## src/rtl/acc_stack_pkg.sv

```systemverilog
// Shared SFR operation encoding for the accumulator/stack block.
// The control unit and the bench both import these codes.
package acc_stack_pkg;

    localparam int ACC_OP_LEN = 4;

    typedef logic [ACC_OP_LEN-1:0] acc_op_t;

    localparam acc_op_t ACC_OP_NOP     = 4'd0;
    localparam acc_op_t ACC_OP_WR_WORD = 4'd1;
    localparam acc_op_t ACC_OP_WR_BIT  = 4'd2;
    localparam acc_op_t ACC_OP_CLR     = 4'd3;
    localparam acc_op_t ACC_OP_CPL     = 4'd4;
    localparam acc_op_t ACC_OP_INC     = 4'd5;
    localparam acc_op_t ACC_OP_DEC     = 4'd6;
    localparam acc_op_t ACC_OP_RL      = 4'd7;
    localparam acc_op_t ACC_OP_RR      = 4'd8;
    localparam acc_op_t ACC_OP_SWAP    = 4'd9;
    localparam acc_op_t ACC_OP_PUSH    = 4'd10;
    localparam acc_op_t ACC_OP_POP     = 4'd11;
    localparam acc_op_t ACC_OP_CLR_ERR = 4'd12;

endpackage

```

## src/rtl/acc_lifo.sv

```systemverilog
// Register-array LIFO used to save/restore the accumulator.
// Push is ignored when full and pop when empty; the caller raises the error flags.
module acc_lifo
    import acc_stack_pkg::*;
#(
    parameter int WIDTH = 8,
    parameter int DEPTH = 4,
    parameter int SP_W  = $clog2(DEPTH + 1)
) (
    input  logic             i_clk,
    input  logic             i_rst,
    input  logic             i_push,
    input  logic             i_pop,
    input  logic [WIDTH-1:0] i_wdata,
    output logic [WIDTH-1:0] o_rdata,
    output logic             o_full,
    output logic             o_empty
);

    logic [SP_W-1:0]  sp_q, sp_d;
    logic [WIDTH-1:0] mem_q [DEPTH];

    assign o_full  = (sp_q == SP_W'(DEPTH));
    assign o_empty = (sp_q == '0);

    always_comb begin
        // NOTE: assign a default before any branch so no path leaves sp_d unassigned (no latch).
        sp_d = sp_q;
        if (i_push && !o_full) begin
            sp_d = sp_q + SP_W'(1);
        end else if (i_pop && !o_empty) begin
            sp_d = sp_q - SP_W'(1);
        end
    end

    // Top-of-stack entry; an equality mux avoids indexing with the wider sp.
    always_comb begin
        o_rdata = '0;
        for (int i = 0; i < DEPTH; i++) begin
            if (sp_q == SP_W'(i + 1)) begin
                o_rdata = mem_q[i];
            end
        end
    end

    always_ff @(posedge i_clk) begin
        // NOTE: sequential state uses non-blocking assignment so every flop samples pre-edge values.
        if (!i_rst) begin
            sp_q <= '0;
        end else begin
            sp_q <= sp_d;
        end
    end

    // NOTE: storage is deliberately not reset; entries above sp are never read.
    always_ff @(posedge i_clk) begin
        for (int i = 0; i < DEPTH; i++) begin
            if (i_push && !o_full && sp_q == SP_W'(i)) begin
                mem_q[i] <= i_wdata;
            end
        end
    end

endmodule

```

## src/rtl/acc_stack.sv

```systemverilog
// Accumulator SFR with byte/bit writes, single-cycle ALU updates and a LIFO
// for context save/restore; sticky overflow/underflow flags.
module acc_stack
    import acc_stack_pkg::*;
#(
    parameter int WIDTH = 8,
    parameter int DEPTH = 4
) (
    input  logic                  i_clk,
    input  logic                  i_rst,
    input  logic [WIDTH-1:0]      i_data,
    input  logic [ACC_OP_LEN-1:0] i_op,
    output logic [WIDTH-1:0]      o_acc,
    output logic                  o_parity,
    output logic                  o_zero,
    output logic                  o_full,
    output logic                  o_empty,
    output logic                  o_ovf,
    output logic                  o_unf
);

    localparam int IDX_W = $clog2(WIDTH);
    localparam int SP_W  = $clog2(DEPTH + 1);
    localparam int HALF  = WIDTH / 2;

    logic [WIDTH-1:0] acc_q, acc_d;
    logic             ovf_q, ovf_d;
    logic             unf_q, unf_d;
    logic [WIDTH-1:0] lifo_rdata;
    logic             lifo_full, lifo_empty;
    logic             push_req, pop_req;
    logic [IDX_W-1:0] bit_idx;

    assign push_req = (i_op == ACC_OP_PUSH);
    assign pop_req  = (i_op == ACC_OP_POP);
    assign bit_idx  = i_data[IDX_W:1];

    acc_lifo #(
        .WIDTH (WIDTH),
        .DEPTH (DEPTH),
        .SP_W  (SP_W)
    ) u_lifo (
        .i_clk   (i_clk),
        .i_rst   (i_rst),
        .i_push  (push_req),
        .i_pop   (pop_req),
        .i_wdata (acc_q),
        .o_rdata (lifo_rdata),
        .o_full  (lifo_full),
        .o_empty (lifo_empty)
    );

    always_comb begin
        acc_d = acc_q;
        ovf_d = ovf_q;
        unf_d = unf_q;
        case (i_op)
            ACC_OP_WR_WORD: acc_d = i_data;
            ACC_OP_WR_BIT: begin
                // Out-of-range indices (non-power-of-2 WIDTH) match no bit and leave acc alone.
                for (int b = 0; b < WIDTH; b++) begin
                    if (bit_idx == IDX_W'(b)) acc_d[b] = i_data[0];
                end
            end
            ACC_OP_CLR:  acc_d = '0;
            ACC_OP_CPL:  acc_d = ~acc_q;
            ACC_OP_INC:  acc_d = acc_q + WIDTH'(1);
            ACC_OP_DEC:  acc_d = acc_q - WIDTH'(1);
            ACC_OP_RL:   acc_d = {acc_q[WIDTH-2:0], acc_q[WIDTH-1]};
            ACC_OP_RR:   acc_d = {acc_q[0], acc_q[WIDTH-1:1]};
            ACC_OP_SWAP: acc_d = {acc_q[HALF-1:0], acc_q[WIDTH-1:HALF]};
            ACC_OP_PUSH: if (lifo_full) ovf_d = 1'b1;
            ACC_OP_POP: begin
                if (lifo_empty) unf_d = 1'b1;
                else            acc_d = lifo_rdata;
            end
            ACC_OP_CLR_ERR: begin
                ovf_d = 1'b0;
                unf_d = 1'b0;
            end
            default: ;
        endcase
    end

    always_ff @(posedge i_clk) begin
        if (!i_rst) begin
            acc_q <= '0;
            ovf_q <= 1'b0;
            unf_q <= 1'b0;
        end else begin
            acc_q <= acc_d;
            ovf_q <= ovf_d;
            unf_q <= unf_d;
        end
    end

    assign o_acc    = acc_q;
    assign o_parity = ^acc_q;
    assign o_zero   = (acc_q == '0);
    assign o_full   = lifo_full;
    assign o_empty  = lifo_empty;
    assign o_ovf    = ovf_q;
    assign o_unf    = unf_q;

endmodule

```

## config.mk

```make
export PLATFORM = sky130hd
export DESIGN_NAME = acc_stack
export DESIGN_NICKNAME = d
export VERILOG_FILES = /design/src/rtl/acc_stack_pkg.sv /design/src/rtl/acc_lifo.sv /design/src/rtl/acc_stack.sv
export SDC_FILE = /design/constraint.sdc
export NUM_CORES = 1
export LEC_CHECK = 0
export ABC_AREA = 1
export BUFFER_PORTS_ARGS = -buffer_cell sky130_fd_sc_hd__buf_2
export CAP_MARGIN = 15
export CORE_MARGIN = 10
export CORE_UTILIZATION = 35
export CTS_CLUSTER_SIZE = 10
export DETAILED_ROUTE_END_ITERATION = 16
export GPL_TIMING_DRIVEN = 0
export PLACE_DENSITY = 0.62
export SYNTH_ARGS = -nofsm -noshare
export SYNTH_HDL_FRONTEND = slang
export SYNTH_SLANG_ARGS = --single-unit
```

## constraint.sdc

```tcl
create_clock -name i_clk -period 3.15 [get_ports i_clk]
set_input_delay 0.315 -clock i_clk [delete_from_list [all_inputs] [get_ports i_clk]]
set_output_delay 0.315 -clock i_clk [all_outputs]
set_load 0.02 [all_outputs]
```

==> flow_summary.ini, run 1 <==
[status]
status = finished clean

[min_path]
hold_path_class = input pin to register
whs_endpoint = u_lifo.sp_q[0]$_SDFFE_PN0P_
min_from = i_rst
whs_path_depth = 3

[global_route]
track_usage = 0.129
met1_usage = 0.185
use_met3 = 0.0240
antenna_found_initial = 0
busiest_layer = met2
grt_max_degree = 14
overflow = 0
grt_pass1_wl_um = 12400
use_met2 = 0.192
first_global_vias = 2537

[floorplanning]
num_io_pins = 28
die_area_mm2 = 0.0121
die_x_um = 110
die_h_um = 110
start_util = 0.362
core_region_area_mm2 = 0.00781
rows = 32

[drt]
wirelength_um = 7470
wl_per_cell_um = 14.6
via_per_inst = 5.17
vias = 2642
drt_drc_violations_left = 0
drt_first_pass_iters = 4
antenna_left = 0
drt_iter0_drc = 166

[clocking]
cts-hold-fix-buffers = 0
post-cts-setup-buffer-count = 0
cts_sinks = 45
cts_buffers = 5
cts_tree = yes
cts_resized = 0
insertion_delay_ns = 0.30
root_buffer = clkbuf_8
htree_num_levels = 2
clockBufferDepth = 2
cts.clk_slew.worst_paths_ns = 0.08

[sta]
drv_slew = 0
fin_skew_ns = 0.0100
tightest_slew_ns = 0.730
hold_slack_ns = 0.313
grt_setup_unrepaired = false
post-route-min-period_ns = 2.63
fmax_mhz = 381
tns_ns = 0
finalHoldViolations = 0
relSlewSlack = 0.511
post-route-period-util = 0.833
finalSetupViolCount = 0
fin_ws_ns = 0.525

[placement]
dp_cells = 502
port_buffers = 27
pre_cts_ws_ns = 0.0744
place_area_mm2 = 0.00309
hpwlAfterDp_um = 5840
place_congestion = 0.879

[finish]
drive_gt1_frac = 0.112
antenna_cells = 0
stdcell_count = 511
layout_commonest_cell = nand2_1
stdcell_area_mm2 = 0.00318
area_delta_synth_final_pct = 12.4
final_cell_mix = 100 x nand2_1, 42 x inv_1, 39 x nand3_1
layout.nets = 433
fillCellCount = 847

[setup_path]
rr_worst_depth = 6
r2r_start = u_lifo.sp_q[0]$_SDFFE_PN0P_
r2r-end = u_lifo.mem_q[0][1]$_DFFE_PP_
required_ns = 3.07
crit_path_end_kind = register
critPathArrivalTime_ns = 2.55
cp-start-kind = register
r2r_slack_ns = 0.52
setup.worst_path.class = register to register
cp_max_fo = 10

[yosys]
ys_seq_area_frac = 0.432
postSynthCellCount = 373
synth_top_area_frac = 0.340
synth_nets = 398
yosys_warnings = 0
yosys.cell_types.count = 34
avgSynthCellArea_um2 = 7.58
synthTopCellsByArea = edfxtp_1 34%, nand2_1 13%, dfxtp_1 9.2%, nand3_1 6.9%, inv_1 5.6%
netlist_area_mm2 = 0.00283
ys_seq_elements = 45
yosys.area.top_type = edfxtp_1

[power_and_ir_drop]
ir_worst_vdd_v = 0.000240
power_per_cell_area_mw_per_mm2 = 412
p_leak_uw = 0.00135

[flow_run]
drv_cap = 0
-- metal layers --
| layer | vias to the layer above | routed length [um] | share of wire |
|---|---|---|---|
| li1 | 1344 | - | - |
| met4 | 0 | 68 | 0.0091 |
| met3 | 10 | 563 | 0.075 |
| met5 | - | 0 | 0 |
| met1 | 1203 | 3590 | 0.48 |
| met2 | 85 | 3250 | 0.43 |
-- cells in the mapped netlist --
cell type,n
nor3_2,1
inv_2,2
nand2_1,100
o211ai_1,5
o21ai_2,1
buf_2,1
dfxtp_1,13
a221oi_1,1
nor3_1,4
nand3b_1,1
o21ai_0,30
nand2b_1,1
a41oi_1,2
nand2_4,1
o21bai_2,1
a21oi_1,22
nor2_2,1
inv_1,42
nor2_4,3
nand3_1,39
or2_2,1
nor4_1,2
a31oi_1,2
edfxtp_1,32
clkbuf_1,4
nand2_2,1
xor2_1,2
xnor2_1,2
ha_1,11
o221ai_1,1
clkinv_1,1
nor2_1,33
o2111ai_1,1
o22ai_1,9
-- cell families (layout without fill, tap and decap cells) --
| logic type | count (synthesis) | count (layout) | share of synthesized area |
|---|---|---|---|
| and+or+nand+nor | 188 | 188 | 0.288 |
| AOI/OAI and AO/OA | 75 | 75 | 0.152 |
| buffers and inverters | 50 | 86 | 0.0668 |
| DFF | 45 | 45 | 0.432 |
| adders and majority gates | 11 | 11 | 0.0487 |
| xor gates and xnor gates | 4 | 4 | 0.0124 |
-- cell type report --
class	instances	area, um^2	share of cell area
Buffer	5	20.0	0.00630
Clock buffer	7	76.3	0.0240
Clock inverter	1	3.75	0.00118
Inverter	45	169	0.0531
Multi-Input combinational cell	278	1420	0.446
Sequential cell	45	1220	0.384
Tap cell	102	128	0.0402
Timing Repair Buffer	28	143	0.0449
-- flip-flops by register name, summed over array words and instances (netlist names) --
name / flops
u_lifo.mem_q: 32
o_acc: 8
o_unf: 1
o_ovf: 1
u_lifo.sp_q: 3
-- where the power goes --
part           internal (uW)  leakage, uW  total [uW]  switching, uW
clock network            155    0.0000399         343            189
registers                652     0.000395         683           30.2
logic                   94.9     0.000920         284            189
total                    902      0.00135        1310            408
-- worst max-delay path by stage --
stage | startpoint | endpoint | cells past startpoint
floorplan | u_lifo.sp_q[0]$_SDFFE_PN0P_ | u_lifo.mem_q[1][0]$_DFFE_PP_ | 6
global placement | u_lifo.sp_q[0]$_SDFFE_PN0P_ | u_lifo.mem_q[1][6]$_DFFE_PP_ | 6
detailed placement | u_lifo.sp_q[0]$_SDFFE_PN0P_ | u_lifo.mem_q[1][5]$_DFFE_PP_ | 6
CTS | u_lifo.sp_q[0]$_SDFFE_PN0P_ | u_lifo.mem_q[1][5]$_DFFE_PP_ | 6
global route | u_lifo.sp_q[0]$_SDFFE_PN0P_ | u_lifo.mem_q[0][1]$_DFFE_PP_ | 6
finish | u_lifo.sp_q[0]$_SDFFE_PN0P_ | u_lifo.mem_q[0][1]$_DFFE_PP_ | 6
-- through the flow --
step / utilization / power (uW)
after CTS: 0.406 / 1320
final: 0.407 / 1310
after detailed placement: 0.396 / 982
after global placement: 0.396 / 975
after floorplan: - / 885
after global routing: 0.407 / 1390
-- critical path: stages, from the launching register on --
cell and delay [ns]:
dfxtp_1 0.40, inv_1 0.11, ha_1 0.23, nand2_1 0.22, clkbuf_1 0.38, nand2_1 0.28, nor2_1 0.63
(Power assumes the default switching activity.)
==> run 2: changes to the inputs <==
Clock period 3.15 ns to 2.6 ns, I/O delays scaled along.
==> run 2 against run 1 <==
  * Count of clock-buffer cells in the layout did not move
  * Combinational power is 23% higher
  * Die area unchanged
  * Core utilization is 0.66 points higher
  * Register-to-register slack lost 0.29 ns
  * Critical path depth rose by 6
  * Worst setup slack got worse by 0.29 ns
  * Fmax is 11% higher
  * Clock skew shrank 0.0056 ns
==> flow_summary.ini, run 2 (same netlist as run 1, synthesis figures left out) <==
[finish]
final_core_util = 0.414
top_register = u_lifo.mem_q
stdcell_count = 511
fillCellCount = 841
area_delta_synth_final_pct = 14.2
drive_gt1_frac = 0.130
layout.nets = 433
largest_reg_flops = 32
final_cell_mix = 99 x nand2_1, 42 x inv_1, 39 x nand3_1
antenna_cells = 0
layout_commonest_cell = nand2_1

[floorplanning]
die_h_um = 110
rows = 32
die_x_um = 110
core_region_area_mm2 = 0.00781
start_util = 0.362
num_io_pins = 28
die_area_mm2 = 0.0121

[clocking]
cts-hold-fix-buffers = 0
cts.clk_slew.worst_paths_ns = 0.08
cts_buffers = 5
cts_tree = yes
clockBufferDepth = 2
root_buffer = clkbuf_8
insertion_delay_ns = 0.29
cts_sinks = 45
htree_num_levels = 2

[setup_path]
r2r_start = u_lifo.sp_q[2]$_SDFFE_PN0P_
crit_chain = inv_1 > clkbuf_1 > ha_1 > inv_1 > clkbuf_2 > nand3_1 > o21ai_0 > nand2_1 > o211ai_1 > nand3_1 > nand2_1 > a21oi_1
cp-start-kind = register
cp_slowest_cell = dfxtp_1
critPathArrivalTime_ns = 2.56
crit_path_end_kind = register
cp_max_fo = 10
setup.worst_path.class = register to register
setup.worst_path.start = u_lifo.sp_q[2]$_SDFFE_PN0P_
required_ns = 2.79
cpPeakStageDelay_ns = 0.45

[sta]
finalSetupViolCount = 0
relSlewSlack = 0.649
fmax_mhz = 422
post-route-min-period_ns = 2.37
tns_ns = 0
drv_slew = 0
tightest_slew_ns = 0.522
post-route-period-util = 0.912
fin_skew_ns = 0.00442
grt_setup_unrepaired = false
finalHoldViolations = 0

[placement]
port_buffers = 27
dp_cells = 502
place_congestion = 0.879
hpwlAfterDp_um = 5840

[power_and_ir_drop]
p_leak_uw = 0.00136
ir_worst_vdd_v = 0.000294
finalPower_uw = 1590
power_per_cell_area_mw_per_mm2 = 492

[global_route]
antenna_found_initial = 0
grt_pass1_wl_um = 12400
overflow = 0
first_global_vias = 2540
track_usage = 0.129
grt_max_degree = 14

[status]
status = finished clean

[drt]
via_per_inst = 5.22
wirelength_um = 7520
vias = 2669
wl_per_cell_um = 14.7
drt_first_pass_iters = 5
drt_drc_violations_left = 0
antenna_left = 0
drt_iter0_drc = 164

[min_path]
hold_path_class = input pin to register
min_from = i_rst

[flow_run]
drv_cap = 0
## run 2: changes by cell type in the layout (fill, tap and decap cells not counted), sizes merged
cell    change
buf         +1
clkbuf      -1
## run 2: timing repair
action                                  CTS  global route
endpoints found under the setup margin   32            38
resized for setup                         5             8
setup buffers                             0             1
endpoints found under the hold margin     0             0
pin swaps                                 0             1
## run 2: critical path: cells and delay by family (launching register included)
kind	cells	cell delay, ns
AO/OA/AOI/OAI	3	0.24
buffers and inverters	4	0.91
flip-flops	1	0.45
AND/OR/NAND/NOR	4	0.39
adder cells (fa/ha/maj)	1	0.26
## run 2: path summary, 6_finish.rpt
| kind | to | slack, ns | cells past startpoint |
|---|---|---|---|
| hold / removal | u_lifo.sp_q[0]$_SDFFE_PN0P_ | 0.26 | 3 |
| setup / recovery | o_acc[3]$_SDFFE_PN0P_ | 0.23 | 12 |
| setup reg to reg | o_acc[3]$_SDFFE_PN0P_ | 0.23 | 12 |
| hold reg to reg | o_ovf$_SDFFE_PN0P_ | 0.45 | 2 |
## run 2: area by class of cell
type	instances	area (um^2)	area share
clock inverter	1	3.75	0.00116
timing repair buffer	28	155	0.0480
multi-input combinational	278	1450	0.450
buffer	5	22.5	0.00697
tap	102	128	0.0395
sequential	45	1220	0.378
inverter	45	169	0.0523
clock buffer	7	76.3	0.0236
## run 2: metal layers
layer	up-vias	global-route usage	wire length [um]
li1	1345	-	-
met1	1223	0.184	3660
met2	87	0.193	3290
met3	14	0.0240	491
met4	0	0.0353	85
met5	-	0	0
## run 2: per-stage QoR
step / worst slack [ns] / hold WS (ns) / area, um^2
after floorplan: 0.291 / 0.398 / 2830
after global placement: -0.312 / 0.433 / 3090
after detailed placement: -0.476 / 0.439 / 3090
after CTS: 0.0359 / 0.257 / 3190
after global routing: 0.0182 / 0.257 / 3230
final: 0.230 / 0.255 / 3230
## run 2: power breakdown
part           total (uW)  switching (uW)  internal [uW]
Clock                 414             226            187
Sequential            828            37.7            790
Combinational         348             233            116
==> run 3: changes to the inputs <==
Settings changed: SYNTH_HIERARCHICAL from default to 1.
==> run 3 against run 2 <==
  * Global-route usage is 1.2 points lower
  * Synthesized cell count is 8.6% higher
  * Non-clock buffer count is 2 lower
  * Largest cell class unchanged
  * Largest power group unchanged
==> flow_summary.ini, run 3 <==
[drt]
drt_first_pass_iters = 4
drt_iter0_drc = 107
vias = 2688
antenna_left = 0
via_per_inst = 4.91
wl_per_cell_um = 13.5
drt_drc_violations_left = 0
wirelength_um = 7400

[finish]
layout_commonest_cell = nand2_1
final_cell_mix = 136 x nand2_1, 53 x nor2_1, 42 x nand3_1
top_register = u_lifo/mem_q
fillCellCount = 855
drive_gt1_frac = 0.149
stdcell_area_mm2 = 0.00333
seq_area_mm2 = 0.00122
multi_input_area_mm2 = 0.00155
antenna_cells = 0
final_core_util = 0.405
layout.nets = 466
largest_reg_flops = 32
area_delta_synth_final_pct = 12.6

[setup_path]
cp_max_fo = 10
crit_path_end_kind = output port
critPathArrivalTime_ns = 2.00
cp-start-kind = register
rr_worst_depth = 13
r2r_start = u_lifo/sp_q[2]$_SDFFE_PN0P_
setup.worst_path.class = register to output port
r2r_slack_ns = 0.42
r2r-end = o_acc[5]$_SDFFE_PN0P_
required_ns = 2.34

[placement]
hpwlAfterDp_um = 5680
place_congestion = 0.868
pre_cts_ws_ns = 0.0425
place_area_mm2 = 0.00322
port_buffers = 27

[sta]
fin_ws_ns = 0.337
tightest_slew_ns = 0.739
fmax_mhz = 442
tns_ns = 0
fin_skew_ns = 0.00699
finalHoldViolations = 0
grt_setup_unrepaired = false
post-route-min-period_ns = 2.26
post-route-period-util = 0.870
finalSetupViolCount = 0
drv_slew = 0
relSlewSlack = 0.503

[global_route]
first_global_vias = 2508
track_usage = 0.117
antenna_found_initial = 0
grt_max_degree = 17
overflow = 0
grt_pass1_wl_um = 12400

[power_and_ir_drop]
finalPower_uw = 1660
p_leak_uw = 0.00146
power_per_cell_area_mw_per_mm2 = 500
ir_worst_vdd_v = 0.000221

[yosys]
yosys.area.top_type = edfxtp_1
ys_async_sr_fraction = 0
ys_seq_elements = 45
synth_commonest_cells = 136 x nand2_1, 53 x nor2_1, 42 x nand3_1
synth-edff-count = 32
ys_seq_area_frac = 0.414
yosys.cell_types.count = 37
yosys_warnings = 6
synth_flop_cell = edfxtp_1
netlist_area_mm2 = 0.00295
synth_most_common_cell = nand2_1
synth_nets = 430
synth_top_area_frac = 0.325
avgSynthCellArea_um2 = 7.29
synthTopCellsByArea = edfxtp_1 33%, nand2_1 17%, dfxtp_1 8.8%, nand3_1 7.1%, nor2_1 6.7%
postSynthCellCount = 405

[clocking]
cts-hold-fix-buffers = 0
insertion_delay_ns = 0.31
root_buffer = clkbuf_8
cts.clk_slew.worst_paths_ns = 0.09
cts_tree = yes
cts_sinks = 45
clockBufferDepth = 2
htree_num_levels = 2
cts_resized = 0
cts_buffers = 5
post-cts-setup-buffer-count = 0

[floorplanning]
core_region_area_mm2 = 0.00822
die_area_mm2 = 0.0125
die_x_um = 112
num_io_pins = 28
die_h_um = 112
start_util = 0.359
rows = 33

[flow_run]
drv_cap = 0

[min_path]
min_from = i_rst
hold_path_class = input pin to register
whs_endpoint = u_lifo/sp_q[1]$_SDFFE_PN0P_
whs_path_depth = 3

[status]
status = finished clean
run 3: per-layer routing:
| layer | routed length [um] | track usage | vias up |
|---|---|---|---|
| met4 | 82 | 0.0266 | 0 |
| met2 | 3450 | 0.195 | 61 |
| met3 | 338 | 0.0268 | 8 |
| met5 | 0 | 0 | - |
| met1 | 3530 | 0.150 | 1220 |
| li1 | - | - | 1399 |
run 3: power by group:
group,switching (uW),internal [uW]
Clock,275,194
Sequential,41.7,791
Combinational,239,122
Total,556,1110
run 3: area by class of cell:
type	count	area share
Buffer	2	0.00564
Clock buffer	5	0.0207
Clock inverter	3	0.00752
Inverter	43	0.0493
Multi-Input combinational cell	315	0.466
Sequential cell	45	0.367
Tap cell	105	0.0395
Timing Repair Buffer	29	0.0444
run 3: metrics by stage:
stage / hold WS, ns / std cells
after floorplan: 0.386 / 405
after global placement: 0.433 / 537
after detailed placement: 0.435 / 537
after CTS: 0.227 / 545
after global routing: 0.247 / 547
final: 0.233 / 547
run 3: worst max-delay path, stage by stage (launching register included):
cell,delay (ns)
dfxtp_1,0.61
inv_1,0.25
ha_1,0.36
xnor2_1,0.17
xnor2_1,0.13
buf_2,0.18
run 3: worst max-delay path by stage:
stage / startpoint / to / slack, ns
after global routing: u_lifo/sp_q[0]$_SDFFE_PN0P_ / o_acc[6]$_SDFFE_PN0P_ / 0.17
after floorplan: i_op[3] / u_lifo/mem_q[1][0]$_DFFE_PP_ / 0.70
after global placement: i_op[3] / u_lifo/mem_q[2][6]$_DFFE_PP_ / 0.07
after detailed placement: i_op[3] / u_lifo/mem_q[1][6]$_DFFE_PP_ / 0.04
final: o_acc[4]$_SDFFE_PN0P_ / o_parity / 0.34
after CTS: o_acc[5]$_SDFFE_PN0P_ / o_parity / 0.29
run 3: kinds of logic (layout without fill, tap and decap cells):
logic type / after synthesis / in the layout / share of synthesized area
xor gates and xnor gates: 4 / 4 / 0.0119
AOI/OAI and AO/OA: 39 / 39 / 0.0771
DFF: 45 / 45 / 0.414
buffers and inverters: 45 / 82 / 0.0619
and+or+nand+nor: 261 / 261 / 0.389
adders and majority gates: 11 / 11 / 0.0466
